<file path="config.mk">
export PLATFORM = sky130hd
export DESIGN_NAME = if_fetch_unit
export DESIGN_NICKNAME = d
export VERILOG_FILES = /design/src/rtl/rv32i_pkg.sv /design/src/rtl/if_fetch_unit.sv
export SDC_FILE = /design/constraint.sdc
export NUM_CORES = 1
export LEC_CHECK = 0
export CAP_MARGIN = 20
export CELL_PAD_IN_SITES_DETAIL_PLACEMENT = 1
export CELL_PAD_IN_SITES_GLOBAL_PLACEMENT = 1
export CORE_ASPECT_RATIO = 0.75
export CORE_MARGIN = 2
export CORE_UTILIZATION = 39
export CTS_CLUSTER_DIAMETER = 60
export DETAILED_ROUTE_END_ITERATION = 6
export MAX_ROUTING_LAYER = met4
export PLACE_DENSITY = 0.95
export SYNTH_ARGS = -nofsm -noshare
export SYNTH_HDL_FRONTEND = slang
export SYNTH_SLANG_ARGS = --single-unit
</file>
<file path="constraint.sdc">
create_clock -name clk -period 11.74 [get_ports clk]
set_input_delay 3.522 -clock clk [delete_from_list [all_inputs] [get_ports clk]]
set_output_delay 3.522 -clock clk [all_outputs]
set_load 0.02 [all_outputs]
</file>
<file path="src/rtl/rv32i_pkg.sv">
// Shared RV32I pipeline definitions: bubble encoding, default reset PC and
// the instruction-fetch FSM state encoding.
package rv32i_pkg;

    localparam logic [31:0] NOP_INSTR = 32'h0000_0013;
    localparam logic [31:0] RESET_PC  = 32'h0000_0000;

    typedef enum logic [1:0] {
        REQ   = 2'd0,
        WAIT  = 2'd1,
        DRAIN = 2'd2
    } fetch_state_t;

endpackage

</file>
<file path="src/rtl/if_fetch_unit.sv">
// Instruction-fetch stage: owns the PC, keeps one imem request outstanding and
// feeds a registered {instr, pc, pc+4, valid} bundle to the IF/ID register.
module if_fetch_unit #(
    parameter int unsigned      WIDTH     = 32,
    parameter logic [WIDTH-1:0] RESET_PC  = WIDTH'(rv32i_pkg::RESET_PC),
    parameter logic [WIDTH-1:0] NOP_INSTR = WIDTH'(rv32i_pkg::NOP_INSTR)
) (
    input  logic             clk,
    input  logic             reset,
    input  logic             stall_i,
    input  logic             redirect_i,
    input  logic [WIDTH-1:0] redirect_pc_i,
    output logic             imem_req_o,
    output logic [WIDTH-1:0] imem_addr_o,
    input  logic             imem_rvalid_i,
    input  logic [WIDTH-1:0] imem_rdata_i,
    output logic [WIDTH-1:0] instr_o,
    output logic [WIDTH-1:0] pc_o,
    output logic [WIDTH-1:0] pc4_o,
    output logic             instr_valid_o
);

    import rv32i_pkg::fetch_state_t;
    import rv32i_pkg::REQ;
    import rv32i_pkg::WAIT;
    import rv32i_pkg::DRAIN;

    localparam logic [WIDTH-1:0] PC_STEP = {{(WIDTH-3){1'b0}}, 3'd4};

    fetch_state_t     state_r;
    fetch_state_t     state_nxt_s;
    logic [WIDTH-1:0] pc_r;
    logic [WIDTH-1:0] pc_nxt_s;
    logic [WIDTH-1:0] req_pc_r;
    logic [WIDTH-1:0] req_pc_nxt_s;
    logic [WIDTH-1:0] instr_r;
    logic [WIDTH-1:0] instr_nxt_s;
    logic [WIDTH-1:0] out_pc_r;
    logic [WIDTH-1:0] out_pc_nxt_s;
    logic [WIDTH-1:0] out_pc4_r;
    logic [WIDTH-1:0] out_pc4_nxt_s;
    logic             valid_r;
    logic             valid_nxt_s;
    logic             req_fire_s;
    logic             capture_s;
    logic             consume_s;
    logic [WIDTH-1:0] redirect_tgt_s;
    logic             unused_redirect_low_s;

    assign redirect_tgt_s        = {redirect_pc_i[WIDTH-1:2], 2'b00};
    assign unused_redirect_low_s = ^redirect_pc_i[1:0];

    assign imem_req_o    = req_fire_s;
    assign imem_addr_o   = pc_r;
    assign instr_o       = instr_r;
    assign pc_o          = out_pc_r;
    assign pc4_o         = out_pc4_r;
    assign instr_valid_o = valid_r;

    // Request strobe and the per-cycle capture/consume events.
    always_comb begin
        req_fire_s = 1'b0;
        capture_s  = 1'b0;
        consume_s  = 1'b0;
        // Requests may only issue once the output slot is free or draining this edge.
        if (!reset && (state_r == REQ) && !redirect_i && (!valid_r || !stall_i)) begin
            req_fire_s = 1'b1;
        end else begin
            req_fire_s = 1'b0;
        end
        if ((state_r == WAIT) && imem_rvalid_i) begin
            capture_s = 1'b1;
        end else begin
            capture_s = 1'b0;
        end
        if (valid_r && !stall_i) begin
            consume_s = 1'b1;
        end else begin
            consume_s = 1'b0;
        end
    end

    // Next state; a redirect with a response in flight must drain it first.
    always_comb begin
        state_nxt_s = state_r;
        case (state_r)
            REQ: begin
                if (redirect_i) begin
                    state_nxt_s = REQ;
                end else if (req_fire_s) begin
                    state_nxt_s = WAIT;
                end else begin
                    state_nxt_s = REQ;
                end
            end
            WAIT: begin
                if (redirect_i) begin
                    state_nxt_s = imem_rvalid_i ? REQ : DRAIN;
                end else if (imem_rvalid_i) begin
                    state_nxt_s = REQ;
                end else begin
                    state_nxt_s = WAIT;
                end
            end
            DRAIN: begin
                if (imem_rvalid_i) begin
                    state_nxt_s = REQ;
                end else begin
                    state_nxt_s = DRAIN;
                end
            end
            default: begin
                state_nxt_s = REQ;
            end
        endcase
    end

    // Fetch PC and in-flight address; redirect overrides any increment.
    always_comb begin
        pc_nxt_s     = pc_r;
        req_pc_nxt_s = req_pc_r;
        if (redirect_i) begin
            pc_nxt_s = redirect_tgt_s;
        end else if (req_fire_s) begin
            pc_nxt_s = pc_r + PC_STEP;
        end else begin
            pc_nxt_s = pc_r;
        end
        if (req_fire_s) begin
            req_pc_nxt_s = pc_r;
        end else begin
            req_pc_nxt_s = req_pc_r;
        end
    end

    // Output register: flush on redirect, load on capture, bubble after consume.
    always_comb begin
        instr_nxt_s   = instr_r;
        out_pc_nxt_s  = out_pc_r;
        out_pc4_nxt_s = out_pc4_r;
        valid_nxt_s   = valid_r;
        if (redirect_i) begin
            instr_nxt_s = NOP_INSTR;
            valid_nxt_s = 1'b0;
        end else if (capture_s) begin
            instr_nxt_s   = imem_rdata_i;
            out_pc_nxt_s  = req_pc_r;
            out_pc4_nxt_s = req_pc_r + PC_STEP;
            valid_nxt_s   = 1'b1;
        end else if (consume_s) begin
            instr_nxt_s = NOP_INSTR;
            valid_nxt_s = 1'b0;
        end else begin
            valid_nxt_s = valid_r;
        end
    end

    // State, PC and output register storage.
    always_ff @(posedge clk or posedge reset) begin
        if (reset) begin
            state_r   <= REQ;
            pc_r      <= RESET_PC;
            req_pc_r  <= {WIDTH{1'b0}};
            instr_r   <= NOP_INSTR;
            out_pc_r  <= {WIDTH{1'b0}};
            out_pc4_r <= {WIDTH{1'b0}};
            valid_r   <= 1'b0;
        end else begin
            state_r   <= state_nxt_s;
            pc_r      <= pc_nxt_s;
            req_pc_r  <= req_pc_nxt_s;
            instr_r   <= instr_nxt_s;
            out_pc_r  <= out_pc_nxt_s;
            out_pc4_r <= out_pc4_nxt_s;
            valid_r   <= valid_nxt_s;
        end
    end

endmodule

</file>
==> qor.txt, run 1 <==
Status - finished clean
Number of flops mapped to enable cells by yosys - 0
Slew HR - 31.0%
Crit path max fanout - 58
Initial antenna violation count - 0
CP arrival - 5.67 ns
DRC viols - 0
Final GP Congestion - 0.787
Total design power - 1830 uW
PostCTS Resize Cnt - 0
Sequential element share of the synthesized area - 55.1%
Final hold viol count - 0
Total CTS buffers - 17
IO buf count - 190
Setup tns final - 0 ns
Met3 Use GR - 5.01%
Biggest area consumer among synthesized cells - dfrtp_1
CTS Buffer Depth - 2
Final cycle utilization of the critical path - 78.3%
Unique masters post-synth - 57
DR WL/cell - 19.2 um
GRT met1 Usage - 34.6%
Clock latency on the worst-skew pair - 0.43 ns
Leak pwr - 0.00431 uW
RSZ-0062 raised after global routing - false
Worst hold path class - flop to flop
Slew Limit Fails - 0
Syn Inst Count - 745
Worst-path clk slew - 0.06 ns
CTS sink cnt - 155
Asr flop ratio synth - 100%
Final setup violation count - 0
Share of the synthesized area in the top cell type - 54.0%
Final nets - 987
Initial Util - 39.9%
Grt ovf - 0
Remaining antenna violation count - 0
Avg Synthesized Cell Area - 9.45 um2
Fmax achieved - 0.109 GHz
Flop2flop setup slack - 8.77 ns
Via count - 6227
Iter 0 DRT Violations - 379
Post-synth top flop - dfrtp_1
Most frequent cells in the layout - nand2_1, clkdlybuf4s50_1, dfrtp_1
Vias per cell - 5.32
Total of warnings raised by yosys - 0
Max-cap viol count - 0
Power density over the cells - 189 nW/um2
Fraction of layout cells with a size suffix above 1 - 5.50%
Most common cell after layout, fill and taps aside - nand2_1
Max H-tree Level - 4
WL final - 22500 um
Setup bufs post-CTS - 0
Global-route wire length before repair - 36200 um
GR Util met2 - 37.1%
Gr busiest metal - met2
Fin Clk Skew - 0.00992 ns
Largest net degree at the start of global routing - 102
Chip Height - 120 um
Core area - 17700 um2
VDD IR-drop max - 110 uV
Ant diodes - 0
Worst Path Required - 8.22 ns
Vias in the first global route - 6499
Min Tclk post-route - 9.20 ns
Die width - 159 um
Drt pass-1 iters - 5
Hold buffer count at cts - 0
GRT Overall Usage - 24.8%
TritonCTS clock tree - built
Core Rows - 42
Startpoint class of the critical path - primary input
CTS root buffer - clkbuf_16
Worst Tran Pin Value - 1.03 ns
Flops & latches, synth - 155
CP endpoint kind - primary output
Mapped Area - 7040 um2
Area grow syn2layout - 37.2%
Top post-synthesis cells by area - dfrtp_1, nand2_1, o21ai_0
Die area - 19200 um2
Ports - 199
CP Class - primary input to primary output
Dpl hpwl - 15300 um
## cells by family after synthesis
group,share of synthesized area (%)
flip-flops,55.1
AO/OA/AOI/OAI,12.5
buffers and inverters,4.02
AND/OR/NAND/NOR,24.2
adder cells (fa/ha/maj),0.355
other,0.0533
XOR/XNOR,3.73
## flip-flops by register name, summed over array words and instances (netlist names)
register,flops
pc_o,30
pc4_o,30
instr_o,32
instr_valid_o,1
state_r,2
imem_addr_o,30
req_pc_r,30
## cell usage after synthesis, drive strengths merged, types with 11 or more instances
library cell,number
inv,12
dfrtp,152
nand2,241
xor2,23
nand3,35
and3,11
nand4,20
buf,21
a22o,29
a21oi,11
nor2,17
o21ai,53
clkbuf,28
## worst max-delay path, cell delays in order
cell             delay, ns
clkdlybuf4s50_1       0.45
or4_4                 0.56
a21o_4                0.38
inv_2                 0.12
clkdlybuf4s50_1       0.60
## path summary, 6_finish.rpt
check | start | end | depth (start not counted)
worst max-delay path | redirect_i | imem_req_o | 5
worst min-delay path | instr_o[0] | instr_o[0] | 2
worst max register to register | state_r[1] | imem_addr_o[5] | 7
worst min register to register | instr_o[0] | instr_o[0] | 2
max in group asynchronous | reset | pc_o[13] | 3
min in group asynchronous | reset | instr_o[14] | 2
## metrics by stage
stage | worst slack (ns) | utilization, % | cell area [um2] | instances | hold WS (ns)
3_3_place_gp | 2.59 | 51.6 | 9100 | 1139 | 0.445
4_1_cts | 2.56 | 54.7 | 9660 | 1170 | 0.464
2_1_floorplan | 3.42 | - | 7060 | 750 | 0.481
6_report | 2.54 | 54.7 | 9660 | 1170 | 0.460
5_1_grt | 2.51 | 54.7 | 9660 | 1170 | 0.481
3_5_place_dp | 2.57 | 51.6 | 9100 | 1139 | 0.454
## cell type report
class | count | area (um2)
fillers | 2010 | 8000
flip-flops and latches | 155 | 3880
multi-input cells | 534 | 2920
repair buffers | 196 | 1950
clock buffers | 25 | 495
well taps | 242 | 303
clock inverters | 6 | 62.6
inverters | 12 | 50.0
## report_power, final
| group | leakage (uW) | switching [uW] | internal [uW] |
|---|---|---|---|
| Clock | 0.000277 | 216 | 313 |
| Sequential | 0.00199 | 127 | 651 |
| Combinational | 0.00204 | 278 | 241 |
## routing by layer
metal  part of all wire [%]  up-vias  wire (um)
met5                      0        -          0
met4                    1.6        0        370
met3                    4.8       28       1090
met2                     46      185      10300
met1                     48     3125      10800
li1                       -     2889          -
(Power assumes the default switching activity.)
==> inputs of run 2 (changes only) <==
CORE_UTILIZATION = 32   (was 39)
PLACE_DENSITY = 0.87   (was 0.95)
clock period = 7.45 ns   (was 11.74 ns; I/O delays follow)
==> run 2 against run 1 <==
Net effect: clock-buffer cell count down 3; global-route usage down 4.1 points; non-clock buffer count up 2; via count down 1.4%; total power up 67%; cell area up 2.4%; cell count up 4.4%; clock skew up 0.00076 ns.
==> qor.txt, run 2 (synthesis gave the netlist of run 1 again) <==
Status - finished clean
Initial Util - 33.0%
Setup bufs post-CTS - 0
Clock latency on the worst-skew pair - 0.43 ns
Worst-path clk slew - 0.06 ns
Iter 0 DRT Violations - 383
Fin Clk Skew - 0.0107 ns
Power density over the cells - 308 nW/um2
Final setup violation count - 0
Hold buffer count at cts - 0
Startpoint class of the critical path - primary input
P_int - 2070 uW
Worst Path Required - 5.22 ns
Ports - 199
Pre-CTS WS - 0.859 ns
Min Tclk post-route - 6.62 ns
Sequential share of power - 40.0%
Vias per cell - 5.03
Die width - 175 um
Core area - 21400 um2
Fraction of layout cells with a size suffix above 1 - 6.02%
Max-cap viol count - 0
Drt pass-1 iters - 4
CP arrival - 4.38 ns
Most frequent cells in the layout - nand2_1, clkdlybuf4s50_1, dfrtp_1
Total CTS buffers - 17
Area grow syn2layout - 40.4%
Final nets - 989
DR WL/cell - 18.5 um
Dpl hpwl - 15600 um
VDD IR-drop max - 142 uV
Vias in the first global route - 6476
CTS root buffer - clkbuf_16
Gate power share - 26.7%
Max H-tree Level - 4
GRT Overall Usage - 20.7%
Die area - 23200 um2
Largest register FFs - 32
DRC viols - 0
Worst Tran Pin Value - 0.906 ns
Slew Limit Fails - 0
Core Rows - 46
Initial antenna violation count - 2
Remaining antenna violation count - 0
Leak pwr - 0.00438 uW
PostCTS Resize Cnt - 0
CTS sink cnt - 155
CTS Buffer Depth - 2
Final hold viol count - 0
Utilization after layout - 46.3%
Global-route wire length before repair - 36800 um
Setup tns final - 0 ns
WL final - 22600 um
Sw Share - 32.3%
Chip Height - 132 um
Most common cell after layout, fill and taps aside - nand2_1
Final cycle utilization of the critical path - 88.8%
Final GP Congestion - 0.816
CP endpoint kind - primary output
Clock Power Share - 33.3%
Fmax achieved - 0.151 GHz
TritonCTS clock tree - built
Slew HR - 39.4%
CP Class - primary input to primary output
Grt ovf - 0
RSZ-0062 raised after global routing - false
Crit path max fanout - 58
NetSw - 983 uW
Largest net degree at the start of global routing - 117
Worst Slack Setup Final - 0.831 ns
Via count - 6140
IO buf count - 190
Worst hold path class - flop to flop
==> run 2: cell count changes in the layout (fill, tap and decap cells not counted) <==
cell / before / now
buf_16: 0 / 1
buf_6: 0 / 1
bufinv_16: 1 / 6
clkbuf_1: 4 / 2
clkbuf_8: 4 / 3
clkinv_2: 3 / 0
clkinv_4: 2 / 1
clkinvlp_4: 0 / 3
diode_2: 0 / 2
==> run 2: routing by layer <==
layer / vias up / share of wire (%) / GRT usage, %
li1: 2898 / - / -
met1: 3074 / 49 / 29.3
met2: 138 / 45 / 29.6
met3: 30 / 4.0 / 4.11
met4: 0 / 1.8 / 6.62
met5: - / 0 / -
==> run 2: area by class of cell <==
cell class / instances / area (um2)
Antenna cell: 2 / 5.00
Clock buffer: 22 / 474
Clock inverter: 10 / 211
Fill cell: 2406 / 11500
Inverter: 12 / 50.0
Multi-Input combinational cell: 534 / 2920
Sequential cell: 155 / 3880
Tap cell: 288 / 360
Timing Repair Buffer: 198 / 1990
==> run 2: power by group through the flow <==
stage | Clock [uW] | Sequential [uW] | Combinational [uW]
after floorplan | 0 | 1350 | 247
after global placement | 0 | 1220 | 795
after detailed placement | 0 | 1230 | 819
after CTS | 1040 | 1220 | 822
after global routing | 1070 | 1250 | 885
final | 1020 | 1220 | 813
==> run 2: metrics by stage <==
step	instances	power (uW)	hold WS, ns	instance area [um2]
after global placement	1185	2020	0.447	9160
final	1221	3050	0.460	9890
after detailed placement	1185	2050	0.454	9160
after global routing	1221	3210	0.477	9890
after CTS	1217	3080	0.465	9850
after floorplan	750	1590	0.481	7060
==> run 2: worst paths after layout <==
check	start	to	slack [ns]	cells past startpoint
max	redirect_i	imem_req_o	0.83	5
min	instr_o[1]	instr_o[1]	0.46	2
max reg2reg	state_r[1]	imem_addr_o[5]	4.49	8
min reg2reg	instr_o[1]	instr_o[1]	0.46	2
max in group asynchronous	reset	pc4_o[25]	3.93	4
min in group asynchronous	reset	instr_o[15]	2.24	2
==> run 2: critical path, stage by stage <==
cell and delay [ns]:
clkdlybuf4s50_1 0.44, or4_4 0.56, a21o_4 0.39, inv_2 0.12, clkdlybuf4s50_1 0.61
